### src/rtl/vga_fb_writer.sv
// vga_fb_writer: bus-to-framebuffer pixel writer with rectangle fill.
// Pixel writes queue in a small FIFO; the fill engine paints one pixel per cycle.
module vga_fb_writer #(
  parameter int HSIZE      = 800,
  parameter int VSIZE      = 600,
  parameter int FIFO_DEPTH = 4
) (
  input  logic        clk_25M,
  input  logic        rst_n,
  input  logic        bus_we,
  input  logic [31:0] bus_addr,
  input  logic [31:0] bus_data,
  output logic        bus_stall,
  output logic        busy,
  output logic        fb_we,
  output logic [18:0] fb_addr,
  output logic [7:0]  fb_data
);

  localparam int PW = (FIFO_DEPTH > 1) ? $clog2(FIFO_DEPTH) : 1;
  localparam logic [PW:0] FULL = (PW+1)'(FIFO_DEPTH);

  typedef enum logic {IDLE, FILL} state_e;

  state_e      state_q;
  logic [11:0] x0_q, y0_q, w_q, h_q;
  logic [7:0]  color_q;
  logic [12:0] fx0_q, fy0_q, fw_q, fh_q;
  logic [12:0] cx_q, cy_q;
  logic [7:0]  fcolor_q;
  logic        busy_q, fb_we_q;
  logic [18:0] fb_addr_q;
  logic [7:0]  fb_data_q;

  logic [PW-1:0] wp_q, rp_q;
  logic [PW:0]   cnt_q;
  logic [26:0]   mem_q [FIFO_DEPTH];

  logic        is_reg, fifo_full, fifo_empty;
  logic [1:0]  sel;
  logic        pix_req, go_req, acc;
  logic        pix_acc, pos_acc, size_acc, go_acc, go_start;
  logic        pop, bypass, push, fill_emit, clipped, wrap;
  logic [12:0] cur_x0, cur_y0, cur_w, cur_cx, cur_cy;
  logic [12:0] px, py, cx_d, cy_d;
  logic [31:0] fill_addr;
  logic [7:0]  fill_color;
  logic [26:0] head;

  assign is_reg     = bus_addr[20];
  assign sel        = bus_addr[3:2];
  assign fifo_full  = (cnt_q == FULL);
  assign fifo_empty = (cnt_q == '0);

  assign pix_req = bus_we & ~is_reg;
  assign go_req  = bus_we & is_reg & (sel == 2'd2);

  // A GO needs the engine idle and every queued pixel written first.
  assign bus_stall = (pix_req & fifo_full)
                   | (go_req & ~((state_q == IDLE) & fifo_empty));

  assign acc      = bus_we & ~bus_stall;
  assign pix_acc  = acc & ~is_reg;
  assign pos_acc  = acc & is_reg & (sel == 2'd0);
  assign size_acc = acc & is_reg & (sel == 2'd1);
  assign go_acc   = acc & is_reg & (sel == 2'd2);
  assign go_start = go_acc & (w_q != '0) & (h_q != '0);

  // An idle, empty queue forwards a new pixel straight to the outputs.
  assign pop    = (state_q == IDLE) & ~fifo_empty;
  assign bypass = pix_acc & (state_q == IDLE) & fifo_empty;
  assign push   = pix_acc & ~bypass;
  assign head   = mem_q[rp_q];

  // The GO cycle itself emits pixel (0,0), so fill latency is one cycle.
  assign fill_emit  = go_start | ((state_q == FILL) & (cy_q != fh_q));
  assign cur_x0     = go_start ? {1'b0, x0_q} : fx0_q;
  assign cur_y0     = go_start ? {1'b0, y0_q} : fy0_q;
  assign cur_w      = go_start ? {1'b0, w_q}  : fw_q;
  assign cur_cx     = go_start ? 13'd0 : cx_q;
  assign cur_cy     = go_start ? 13'd0 : cy_q;
  assign fill_color = go_start ? bus_data[7:0] : fcolor_q;

  assign px      = cur_x0 + cur_cx;
  assign py      = cur_y0 + cur_cy;
  assign clipped = ({19'd0, px} >= 32'(HSIZE))
                 | ({19'd0, py} >= 32'(VSIZE));
  assign fill_addr = {19'd0, py} * 32'(HSIZE) + {19'd0, px};

  assign wrap = ((cur_cx + 13'd1) == cur_w);
  assign cx_d = wrap ? 13'd0 : cur_cx + 13'd1;
  assign cy_d = wrap ? cur_cy + 13'd1 : cur_cy;

  logic unused_ok;
  assign unused_ok = ^{bus_addr[31:21], bus_addr[19],
                       bus_data[31:28], bus_data[15:12],
                       fill_addr[31:19]};

  // Queue storage needs no reset; occupancy is tracked by cnt_q.
  always_ff @(posedge clk_25M) begin
    if (push) mem_q[wp_q] <= {bus_addr[18:0], bus_data[7:0]};
  end

  // Control FSM, fill iteration, queue pointers and registered outputs.
  always_ff @(posedge clk_25M or negedge rst_n) begin
    if (!rst_n) begin
      state_q   <= IDLE;
      x0_q      <= '0;
      y0_q      <= '0;
      w_q       <= '0;
      h_q       <= '0;
      color_q   <= '0;
      fx0_q     <= '0;
      fy0_q     <= '0;
      fw_q      <= '0;
      fh_q      <= '0;
      cx_q      <= '0;
      cy_q      <= '0;
      fcolor_q  <= '0;
      busy_q    <= 1'b0;
      fb_we_q   <= 1'b0;
      fb_addr_q <= '0;
      fb_data_q <= '0;
      wp_q      <= '0;
      rp_q      <= '0;
      cnt_q     <= '0;
    end else begin
      fb_we_q <= 1'b0;
      if (pop) begin
        fb_we_q   <= 1'b1;
        fb_addr_q <= head[26:8];
        fb_data_q <= head[7:0];
      end else if (bypass) begin
        fb_we_q   <= 1'b1;
        fb_addr_q <= bus_addr[18:0];
        fb_data_q <= bus_data[7:0];
      end else if (fill_emit && !clipped) begin
        fb_we_q   <= 1'b1;
        fb_addr_q <= fill_addr[18:0];
        fb_data_q <= fill_color;
      end

      if (pos_acc) begin
        x0_q <= bus_data[11:0];
        y0_q <= bus_data[27:16];
      end
      if (size_acc) begin
        w_q <= bus_data[11:0];
        h_q <= bus_data[27:16];
      end
      if (go_acc) color_q <= bus_data[7:0];

      unique case (state_q)
        IDLE: begin
          if (go_start) begin
            state_q  <= FILL;
            busy_q   <= 1'b1;
            fx0_q    <= {1'b0, x0_q};
            fy0_q    <= {1'b0, y0_q};
            fw_q     <= {1'b0, w_q};
            fh_q     <= {1'b0, h_q};
            fcolor_q <= bus_data[7:0];
            cx_q     <= cx_d;
            cy_q     <= cy_d;
          end
        end
        FILL: begin
          if (cy_q == fh_q) begin
            state_q <= IDLE;
            busy_q  <= 1'b0;
          end else begin
            cx_q <= cx_d;
            cy_q <= cy_d;
          end
        end
        default: state_q <= IDLE;
      endcase

      if (push) wp_q <= wp_q + 1'b1;
      if (pop)  rp_q <= rp_q + 1'b1;
      if (push && !pop)      cnt_q <= cnt_q + 1'b1;
      else if (pop && !push) cnt_q <= cnt_q - 1'b1;
    end
  end

  assign busy    = busy_q;
  assign fb_we   = fb_we_q;
  assign fb_addr = fb_addr_q;
  assign fb_data = fb_data_q;

endmodule

### config.mk
export PLATFORM = sky130hd
export DESIGN_NAME = vga_fb_writer
export DESIGN_NICKNAME = d
export VERILOG_FILES = /design/src/rtl/vga_fb_writer.sv
export SDC_FILE = /design/constraint.sdc
export NUM_CORES = 1
export LEC_CHECK = 0
export CAP_MARGIN = 15
export CORE_ASPECT_RATIO = 0.75
export CORE_MARGIN = 1
export CORE_UTILIZATION = 65
export CTS_CLUSTER_DIAMETER = 40
export DETAILED_ROUTE_END_ITERATION = 8
export PLACE_DENSITY = 0.86
export SETUP_SLACK_MARGIN = 0.2
export SLEW_MARGIN = 20
export SYNTH_ARGS = -nofsm -noshare
export SYNTH_HDL_FRONTEND = slang
export SYNTH_SLANG_ARGS = --single-unit
### constraint.sdc
create_clock -name clk_25M -period 19.4 [get_ports clk_25M]
set_input_delay 3.88 -clock clk_25M [delete_from_list [all_inputs] [get_ports clk_25M]]
set_output_delay 3.88 -clock clk_25M [all_outputs]
set_load 0.01 [all_outputs]
==> run metrics, run 1 <==
IO buf count=76; leakage power=0.00749 uW; Die ar.=23500 um2; Critical Path Start Type=input pin; CTS Hold Bufs=0; synth top area cells=dfrtp_1, edfxtp_1, nand2_1, ha_1, mux2_2; Max clock buf depth=3; Synth area leader=dfrtp_1; Slew @ Worst Pin=1.02 ns; Worst Hold Depth=2; drt first pass iters=6; RSZ-0062 raised after global routing=false; placed cell areas=15900 um2; drt wl/cell=19.7 um; global-route wire length before repair=55300 um; crit path DAT=11.74 ns; Synth cell types=72; Crit path required time=19.89 ns; CTS tree=yes; total clock buffers created by CTS=31; gr ovfl total=0; Final GP Congestion=0.887; P&R area growth vs syn=13.6%; Yosys reg bits=278; Worst Skew=0.0293 ns; layout cells sized above 1=12.7%; PostCTS Resize Cnt=0; R2R setup slack=11.45 ns; Total GRT Usage=30.1%; WS Path Type=input pin to flip-flop; CTS clk-pin slew, worst paths=0.06 ns; Syn Area/Cell=11.1 um2; minimum clock period=11.25 ns; post-DP HPWL=23200 um; Fmax=0.0889 GHz; post-route setup TNS=0 ns; via count=10600; Slew Limit Fails=0; H-tree depth=1; WP buf/inv=6; Top Ports=97; worst slew margin relative to its limit=31.9%; maximum VDD drop=0.110 mV; die width=177 um; Setup violations, final=0; final worst-path cycle share=58.0%; ys async rst share=61.2%; Die Ht=133 um; Post-Synthesis Cells=1337; Syn Nets=1488; worst hold path type=flip-flop to flip-flop; Top FF cell, synth=dfrtp_1; initial antenna violation count=0; CTS sink cnt=278; Clk Tree Root Cell=clkbuf_16; initial cell density of the core=66.9%; core box area=22200 um2; max_cap viols=0; worst skew pair latency=0.57 ns; status=finished clean; Post-synth EDFFs=108; FP Rows=47; post-synth top area share=28.6%; CP max-delay cell=buf_4; Power Density=168 nW/um2; postcts setup bufs=0; number of global-route vias before repair=10600; sequential area share after synthesis=50.4%; R2R Path End=fb_addr[18]; YS warnings=0; ant diodes=0; DRC Markers=0; CP delay by family, top=adder cells; Final #Nets=1558; via/cell ratio=6.15; post-route cell area=16900 um2; end of the worst hold path=fy0_q[9]; crit-path max cell delay=0.69 ns; DRT antenna net count=0; worst reg2reg path depth=29; largest net degree at the start of global routing=104; hold path start=fy0_q[9]; Final Hold Viols=0; Worst Setup End Kind=flip-flop; Mapped Area=14900 um2; DR iter-0 viols=1200; crit path max fanout=66; launch point of the worst reg-to-reg path=state_q; Detailed Route WL=34100 um
cell usage after synthesis (all sizes together), types with 3 or more instances:
cell,count
a2111o,3
a211o,3
a211oi,10
a21o,13
a21oi,46
a22o,3
a31oi,9
and2,26
and3,9
and4,3
buf,8
clkbuf,44
dfrtp,170
edfxtp,108
fa,11
ha,73
inv,63
mux2,72
mux2i,10
mux4,27
nand2,248
nand2b,4
nand3,23
nand3b,3
nand4,12
nor2,68
nor2b,8
nor3,23
nor3b,3
nor4,14
o2111ai,3
o211ai,6
o21a,8
o21ai,50
o22ai,3
o2bb2ai,3
o31ai,8
o41ai,3
or2,8
or3,7
xnor2,66
xor2,25
cells by family (layout without fill, tap and decap cells):
logic type / count (synthesis) / count (layout) / share of synthesized area (%)
AND/OR/NAND/NOR: 464 / 464 / 14.1
flip-flops: 278 / 278 / 50.4
AO/OA/AOI/OAI: 193 / 193 / 8.53
buffers and inverters: 115 / 210 / 3.03
multiplexers: 109 / 109 / 10.6
XOR/XNOR: 92 / 92 / 5.51
adder cells (fa/ha/maj): 86 / 86 / 7.75
cell type report:
class	count	area, um2
Fill cell	1351	5330
Inverter	63	239
Clock buffer	37	808
Multi-Input combinational cell	944	6940
Timing Repair Buffer	89	860
Sequential cell	278	7500
Clock inverter	21	186
Tap cell	294	368
per-layer routing:
metal / wire [um] / track usage (%)
met1: 14800 / 43.6
met3: 2360 / 4.89
met5: 0 / 0
met4: 823 / 8.14
met2: 16100 / 47.6
registers in the layout (all words and copies together), names as in the netlist, 2 cells and up, named ones only:
name / count
w_q: 12
x0_q: 12
wp_q: 2
fcolor_q: 8
cy_q: 13
cnt_q: 3
y0_q: 12
mem_q: 108
rp_q: 2
fh_q: 12
h_q: 12
cx_q: 13
fx0_q: 13
fy0_q: 12
fb_data: 8
fb_addr: 19
fw_q: 13
worst reg2reg max path, delay by kind of cell (launching register included):
kind	cells	cell delay, ns
buffers and inverters	5	0.95
adder cells (fa/ha/maj)	6	1.99
AND/OR/NAND/NOR	10	2.14
XOR/XNOR	2	0.66
multiplexers	1	0.18
AO/OA/AOI/OAI	5	1.46
flip-flops	1	0.50
power by group:
group / internal (uW) / total, uW / switching [uW]
Clock: 317 / 564 / 247
Sequential: 755 / 866 / 111
Combinational: 647 / 1400 / 758
Total: 1720 / 2830 / 1120
through the flow:
step           std cells  worst slack [ns]  power, uW  util (%)  hold slack, ns
2_1_floorplan       1337              8.72       1870         -           0.439
3_3_place_gp        1668              7.92       2180      71.6           0.450
3_5_place_dp        1668              7.79       2250      71.6           0.457
4_1_cts             1726              8.29       2840      76.0           0.473
5_1_grt             1726              7.60       3030      76.0           0.492
6_report            1726              8.15       2830      76.0           0.471
placed cells by master (no fill, tap or decap), types with 45 or more instances in the layout:
| cell type | Yosys | routed |
|---|---|---|
| nand2_1 | 248 | 248 |
| dfrtp_1 | 170 | 169 |
| edfxtp_1 | 108 | 108 |
| clkdlybuf4s50_1 | 0 | 75 |
| ha_1 | 73 | 73 |
| nor2_1 | 68 | 68 |
| xnor2_1 | 66 | 66 |
| inv_1 | 62 | 61 |
| mux2_2 | 55 | 55 |
| o21ai_0 | 50 | 50 |
| a21oi_1 | 45 | 45 |
how the worst max path moves through the flow:
stage | start | end | slack [ns] | cells after the start
final | bus_addr[3] | fb_addr[18] | 8.15 | 30
after global routing | bus_addr[2] | fb_addr[18] | 7.60 | 30
after CTS | bus_addr[3] | fb_addr[18] | 8.29 | 30
after detailed placement | bus_addr[2] | fb_addr[18] | 7.79 | 30
after global placement | bus_addr[2] | fb_addr[18] | 7.92 | 30
after floorplan | bus_addr[2] | fb_addr[18] | 8.72 | 32
(Power assumes the default switching activity.)
==> run 2: changes to the inputs <==
CORE_UTILIZATION = 54   (was 65)
PLACE_DENSITY = 0.77   (was 0.86)
clock period = 10.3 ns   (was 19.4 ns; I/O delays follow)
==> run 2 against run 1 <==
Compared with the run above: hold slack got worse by 0.0069 ns; cell count is 3.6% higher; routed wire length increased by 1.3%; power rose by 96%; global-route usage decreased by 4.9 points; non-clock buffer count decreased by 1; clock skew fell by 0.0034 ns; critical path depth did not move; sequential power grew 89%; clock power grew 130%; flip-flop and latch count unchanged.
==> run metrics, run 2 (same netlist as run 1, synthesis figures left out) <==
max_cap viols=0; critical path's most frequent cell=ha_1; post-route setup TNS=0 ns; global-route wire length before repair=56200 um; Top Ports=97; worst reg2reg path depth=31; Max clock buf depth=3; largest net degree at the start of global routing=96; DRC Markers=0; maximum VDD drop=0.192 mV; number of global-route vias before repair=10500; Power Density=323 nW/um2; initial antenna violation count=0; Crit path required time=10.76 ns; drt first pass iters=6; H-tree depth=2; worst hold path type=flip-flop to flip-flop; Internal Pwr Total=3410 uW; CTS Hold Bufs=0; end of the worst hold path=fx0_q[10]; hold slack=0.464 ns; gr ovfl total=0; leakage power=0.00760 uW; P&R area growth vs syn=15.6%; worst slew margin relative to its limit=28.5%; initial cell density of the core=55.1%; Die Ht=146 um; worst skew pair latency=0.53 ns; Clk pwr share=23.0%; CP max-delay cell=clkdlybuf4s50_1; Fmax=0.110 GHz; post-DP HPWL=23600 um; FP Rows=52; Slew Limit Fails=0; fill cell count=2058; Logic pwr share=47.6%; crit path max fanout=8; WS Path Type=input pin to flip-flop; Final #Nets=1561; R2R Path End=fb_addr[18]; max reg flops=108; DR iter-0 viols=850; Pwr Total=5560 uW; CTS clk-pin slew, worst paths=0.05 ns; Die ar.=28200 um2; Detailed Route WL=34500 um; via count=10500; multi-input logic area=6950 um2; Total GRT Usage=25.2%; switching share of power=38.7%; IO buf count=76; Worst Hold Depth=2; status=finished clean; core box area=27000 um2; layout cells sized above 1=13.4%; postcts setup bufs=0; CTS sink cnt=278; Final Hold Viols=0; Final GP Congestion=0.867; Slew @ Worst Pin=1.07 ns; most common cell after layout, fill and taps aside=nand2_1; via/cell ratio=5.86; Largest Register=mem_q; total clock buffers created by CTS=35; launch point of the worst reg-to-reg path=w_q[3]; ant diodes=0; Flop pwr share=29.4%; Critical Path Start Type=input pin; die width=194 um; Sw Pwr=2150 uW; Clk Tree Root Cell=clkbuf_16; crit-path max cell delay=0.56 ns; drt wl/cell=19.3 um; R2R setup slack=2.70 ns; Worst Setup End Kind=flip-flop; Setup violations, final=0; PostCTS Resize Cnt=0; crit path DAT=9.51 ns; most frequent cells in the layout=nand2_1, dfrtp_1, edfxtp_1, clkdlybuf4s50_1, ha_1; hold path start=fx0_q[10]; DRT antenna net count=0; CTS tree=yes; minimum clock period=9.05 ns; Worst Skew=0.0259 ns; final worst-path cycle share=87.9%; RSZ-0062 raised after global routing=false; Sequential Area=7500 um2
[run 2: per-layer routing]
metal | vias up | GRT usage (%) | routed length (um)
met3 | 64 | 3.85 | 2120
met1 | 5202 | 36.9 | 15900
met4 | 0 | 7.16 | 759
li1 | 4894 | - | -
met5 | - | 0 | 0
met2 | 323 | 39.2 | 15800
[run 2: power groups by stage]
stage,clock network (uW),registers [uW],logic [uW]
after global placement,0,1640,2520
after CTS,1300,1640,2650
after floorplan,0,1580,1950
after global routing,1340,1670,2920
final,1280,1640,2650
after detailed placement,0,1660,2610
[run 2: layout make-up]
| class | count | area share [%] |
|---|---|---|
| tap | 351 | 2.55 |
| clock inverter | 22 | 1.60 |
| clock buffer | 42 | 5.54 |
| multi-input combinational | 944 | 40.4 |
| sequential | 278 | 43.6 |
| inverter | 63 | 1.39 |
| timing repair buffer | 88 | 4.95 |
[run 2: worst max path at each step]
| stage | slack [ns] | cells after the start | start | to |
|---|---|---|---|---|
| after CTS | 1.26 | 30 | bus_addr[2] | fb_addr[18] |
| after floorplan | 1.44 | 32 | bus_addr[2] | fb_addr[18] |
| after detailed placement | 0.74 | 30 | bus_addr[2] | fb_addr[18] |
| after global placement | 1.00 | 28 | bus_addr[3] | fb_addr[18] |
| final | 1.25 | 30 | bus_addr[2] | fb_addr[18] |
| after global routing | 0.69 | 30 | bus_addr[2] | fb_addr[18] |
[run 2: through the flow]
step                worst slack, ns  instances  area [um2]  util (%)
finish                         1.25       1788       17200      63.7
global placement               1.00       1724       16000      59.2
floorplan                      1.44       1337       14900         -
CTS                            1.26       1788       17200      63.7
detailed placement            0.740       1724       16000      59.2
global route                  0.688       1788       17200      63.7
[run 2: worst max-delay path, delay by kind of cell]
family	cells	cell delay, ns
simple gates	9	2.13
compound gates	8	1.94
fa+ha+maj	6	1.94
buf+inv	4	0.69
xor+xnor	2	0.53
mux	1	0.21
==> edit 1, RTL diff (flow settings as in run 2) <==
The parameter `FIFO_DEPTH` goes from 4 to 8.
--- a/src/rtl/vga_fb_writer.sv
+++ b/src/rtl/vga_fb_writer.sv
@@ -3,7 +3,7 @@
 module vga_fb_writer #(
   parameter int HSIZE      = 800,
   parameter int VSIZE      = 600,
-  parameter int FIFO_DEPTH = 4
+  parameter int FIFO_DEPTH = 8
 ) (
   input  logic        clk_25M,
   input  logic        rst_n,
Check against the original RTL: not equivalent (a bounded check fails within 10 cycles, from zero or initial values and one cycle with rst_n low).
==> edit 1 against run 2 <==
Synthesized area rose by 29%. Global-route usage fell by 0.23 points. Non-clock buffer count rose by 15. Sequential power rose by 33%. Clock skew fell by 0.0017 ns. Setup slack got worse by 0.15 ns. Total power rose by 11%. Count of clock-buffer cells in the layout rose by 16. Routed wire length rose by 27%. Synthesized cell count rose by 15%. Final area rose by 27%. Sequential cell count rose by 111. Critical path depth fell by 1. Critical endpoint unchanged. Largest cell class unchanged. Largest power group unchanged.
==> edit 1: results (changes against run 2) <==
| Quantity | This run | Unit | Change |
|:---|:---|:---|:---|
| Run status | finished, final reports clean | - |  |
| Share of synthesized registers carrying an async set or reset | 44.5 | % | -17 points |
| Detailed route wirelength on metal2 | 20,100 | um | +27% |
| Post-synth cell types | 74 | - | +2.8% |
| CP peak stage delay | 0.64 | ns | +0.08 ns |
| Critical R2R Launch | cnt_q[1] | - |  |
| Cell depth of the worst flop-to-flop path | 28 | - | -9.7% |
| Total Routed Length | 43,900 | um | +27% |
| Last weighted congestion value of the routability-driven placer | 0.852 | - | -1.7% |
| Top cell types by occurrence after synthesis | nand2_1, edfxtp_1, dfrtp_1 | - |  |
| Startpoint of the tightest hold check path | fx0_q[7] | - |  |
| Portion of the layout cell area used by clock cells | 6.12 | % | -1.0 points |
| Global-route wire length before repair | 68,700 | um | +22% |
| Critical path data arrival time | 9.61 | ns | +0.10 ns |
| Top cells by area in the synthesized netlist | edfxtp_1, dfrtp_1, mux4_2 | - |  |
| Routing usage on met2 | 38.5 | % | -0.66 points |
| Layout net count | 1,765 | - | +13% |
| Maximum number of pins on one net before global-route repair | 97 | - | +1.0% |
| IR Drop Worst-Case VDD | 0.167 | mV | -13% |
| Adder-cell area share of the yosys netlist | 6.03 | % | -1.7 points |
| Leakage Power | 9.02 | nW | +19% |
| Post-synth EDFFs | 216 | - | +100% |
| Mux share of post-synthesis cell area | 11.7 | % | +1.1 points |
| Number of search-and-repair iterations in the first detailed-routing pass | 5 | - | -1 |
| Vias in the first global route | 12,300 | - | +17% |
| Number of buffers inserted during clock tree synthesis | 41 | - | +17% |
| Number of multi-input combinational cells | 1,022 | - | +8.3% |
| Met1 Use GR | 36.8 | % | -0.11 points |
| Met1 routed wirelength after detailed routing | 19,500 | um | +23% |
| R2R setup slack | 2.73 | ns | +0.03 ns |
| Final-layout non-clock buffer area share | 4.44 | % | -0.51 points |
| Synthesized Nets | 1,685 | - | +13% |
| Clock buffer cells | 58 | - | +38% |
| Met3 GRT Util | 3.92 | % | +0.076 points |
| Via count | 12,500 | - | +19% |
| DPL Wire Length | 28,900 | um | +23% |
==> edit 1: changes by cell type after synthesis, moves of 9 or more <==
cell,change
o21ai_0,-9
nand3_1,+9
nand2_1,+27
nor2b_1,+9
edfxtp_1,+108
mux4_2,+27
a31oi_1,+11
a211oi_1,+15
nor2_1,-17
==> edit 1: power by group <==
group          internal [mW]  switching (mW)  total, mW
Combinational           1.17            1.37       2.54
Sequential              1.94           0.244       2.18
Clock                  0.839           0.611       1.45
Total                   3.95            2.23       6.18
==> edit 1: worst reg2reg max path: cells and delay by family (launching register included) <==
family          cells  cell delay [ns]
fa+ha+maj           7             2.22
simple gates        9             2.75
flops               1             0.42
mux                 1             0.10
buf+inv             2             0.09
compound gates      5             0.82
xor+xnor            4             1.02
==> edit 1: per-stage QoR <==
stage,std cells,hold WS (ns)
2_1_floorplan,1534,0.433
3_3_place_gp,2028,0.443
3_5_place_dp,2028,0.449
4_1_cts,2104,0.463
5_1_grt,2104,0.481
6_report,2104,0.460
==> edit 2, RTL diff (flow settings as in run 2) <==
Made on the original files. Reset style: synchronous (`rst_n`), changed in one clocked block.
--- a/src/rtl/vga_fb_writer.sv
+++ b/src/rtl/vga_fb_writer.sv
@@ -102,7 +102,7 @@
   end
 
   // Control FSM, fill iteration, queue pointers and registered outputs.
-  always_ff @(posedge clk_25M or negedge rst_n) begin
+  always_ff @(posedge clk_25M) begin
     if (!rst_n) begin
       state_q   <= IDLE;
       x0_q      <= '0;
Check against the original RTL: differs if rst_n is asserted again (counterexample within 4 cycles, from zero or initial values and one cycle with rst_n low); with rst_n held inactive, the same outputs for 4 cycles.
==> edit 2 against run 2 <==
Maximum frequency grew 5.0%. Synthesized cell count grew 15%. Final area shrank 1.1%. Critical endpoint is now fb_addr[18]. Critical path type unchanged. Sequential cell count grew 2. Setup slack gained 0.43 ns. Sequential share of layout area shrank 4.3 points. Synthesized area grew 0.48%. Routed wire length shrank 0.80%.
Power is not compared: it rests on default switching activity, and its combinational part moved more than twofold at a synthesized area within 25%.
==> edit 2: results (changes against run 2) <==
| Quantity | This run | Unit | Change |
|:---|:---|:---|:---|
| Post-synth cell types | 82 | - | +14% |
| Complex-gate fraction of the synthesized area | 13.2 | % | +4.6 points |
| H-Tree Depth | 2 | - | unchanged |
| Power per Cell Area | 183 | nW/um2 |  |
| Xor/xnor share of the synthesized area | 4.98 | % | -0.53 points |
| Hold Path End | fb_addr[13] | - |  |
| Last weighted congestion value of the routability-driven placer | 0.882 | - | +1.7% |
| Clk_skew | 0.0283 | ns | +0.00238 ns |
| Maximum number of pins on one net before global-route repair | 80 | - | -17% |
| Critical-path maximum fanout | 12 | - | +4 |
| Clock transition at the registers of the reported paths | 0.06 | ns |  |
| Met3 GRT Util | 4.27 | % | +0.43 points |
| Run status | finished, final reports clean | - |  |
| Number of buffers inserted during clock tree synthesis | 34 | - | -2.9% |
| Number of search-and-repair iterations in the first detailed-routing pass | 5 | - | -1 |
| Adder-cell area share of the yosys netlist | 7.65 | % | -0.10 points |
| Clk_lat worst skew | 0.51 | ns | -0.02 ns |
| Top cell types by occurrence after synthesis | nand2_1, dfxtp_1, edfxtp_1 | - |  |
| Routing usage on met2 | 39.3 | % | +0.093 points |
| R2R setup slack | 3.25 | ns | +0.55 ns |
| Reg-to-Reg End | fb_addr[18] | - |  |
| Register area share after synthesis | 44.7 | % | -5.7 points |
| Post-CTS Setup Bufs | 0 | - | unchanged |
| Final non-filler cell total | 1,953 | - | +9.2% |
| Share of synthesized registers carrying an async set or reset | 0 | % | -61 points |
| Startpoint of the tightest hold check path | fb_addr[13] | - |  |
| Critical path data arrival time | 9.00 | ns | -0.51 ns |
| Layout cell share with drive strength beyond 1 | 7.55 | % | -5.8 points |
| Root buffer cell | clkbuf_16 | - |  |
| Placed cells | 1,893 | - | +9.8% |
| Pre-CTS setup slack | 1.24 | ns | +0.498 ns |
| Met1 Use GR | 34.6 | % | -2.4 points |
| Global-route wire length before repair | 55,900 | um | -0.52% |
| Post-Synthesis Cells | 1,536 | - | +15% |
| Cell depth of the worst flop-to-flop path | 24 | - | -23% |
| Via count | 11,200 | - | +6.6% |
| CP Launch Point | bus_addr[3] | - |  |
| WHS | 0.461 | ns | -0.00232 ns |
| GRT Resource Usage Total | 24.4 | % | -0.74 points |
| Detailed route wirelength on metal2 | 15,700 | um | -0.73% |
| Post-placement cell area | 15,900 | um2 | -0.16% |
| DPL Wire Length | 23,500 | um | -0.33% |
| CP peak stage delay | 0.66 | ns | +0.10 ns |
| Worst rel slew slack | 23.2 | % | -5.3 points |
| Total Routed Length | 34,200 | um | -0.80% |
| Met1 routed wirelength after detailed routing | 15,800 | um | -0.11% |
| Max Clk Rate | 116 | MHz | +5.0% |
| Critical R2R Launch | state_q | - |  |
| Top cells by area in the synthesized netlist | dfxtp_1, edfxtp_1, nand2_1 | - |  |
| Count of filler cells inserted in the layout | 2,192 | - | +6.5% |
| Layout net count | 1,729 | - | +11% |
| First DRT Iteration DRCs | 877 | - | +3.2% |
| Dominant register cell in the synthesized netlist | dfxtp_1 | - |  |
| Mux share of post-synthesis cell area | 6.89 | % | -3.8 points |
==> edit 2: cell families (layout without fill, tap and decap cells) <==
| kind of cell | Yosys count | in the layout |
|---|---|---|
| XOR/XNOR | 85 | 85 |
| adder cells (fa/ha/maj) | 85 | 85 |
| multiplexers | 69 | 69 |
| buffers and inverters | 156 | 222 |
| AO/OA/AOI/OAI | 274 | 274 |
| flip-flops | 280 | 280 |
| AND/OR/NAND/NOR | 587 | 587 |
==> edit 2: worst max path at each step <==
stage,end
5_1_grt,fb_addr[18]
4_1_cts,fb_addr[18]
2_1_floorplan,fb_addr[18]
6_report,fb_addr[18]
3_5_place_dp,fb_addr[18]
3_3_place_gp,fb_addr[18]
==> edit 2: final cells by class <==
cell class	count	area, um2	share of cell area (%)
clock buffers	42	932	5.48
clock inverters	18	134	0.787
inverters	69	259	1.52
multi-input cells	1100	7680	45.1
flip-flops and latches	280	6690	39.3
well taps	351	439	2.58
repair buffers	93	886	5.21
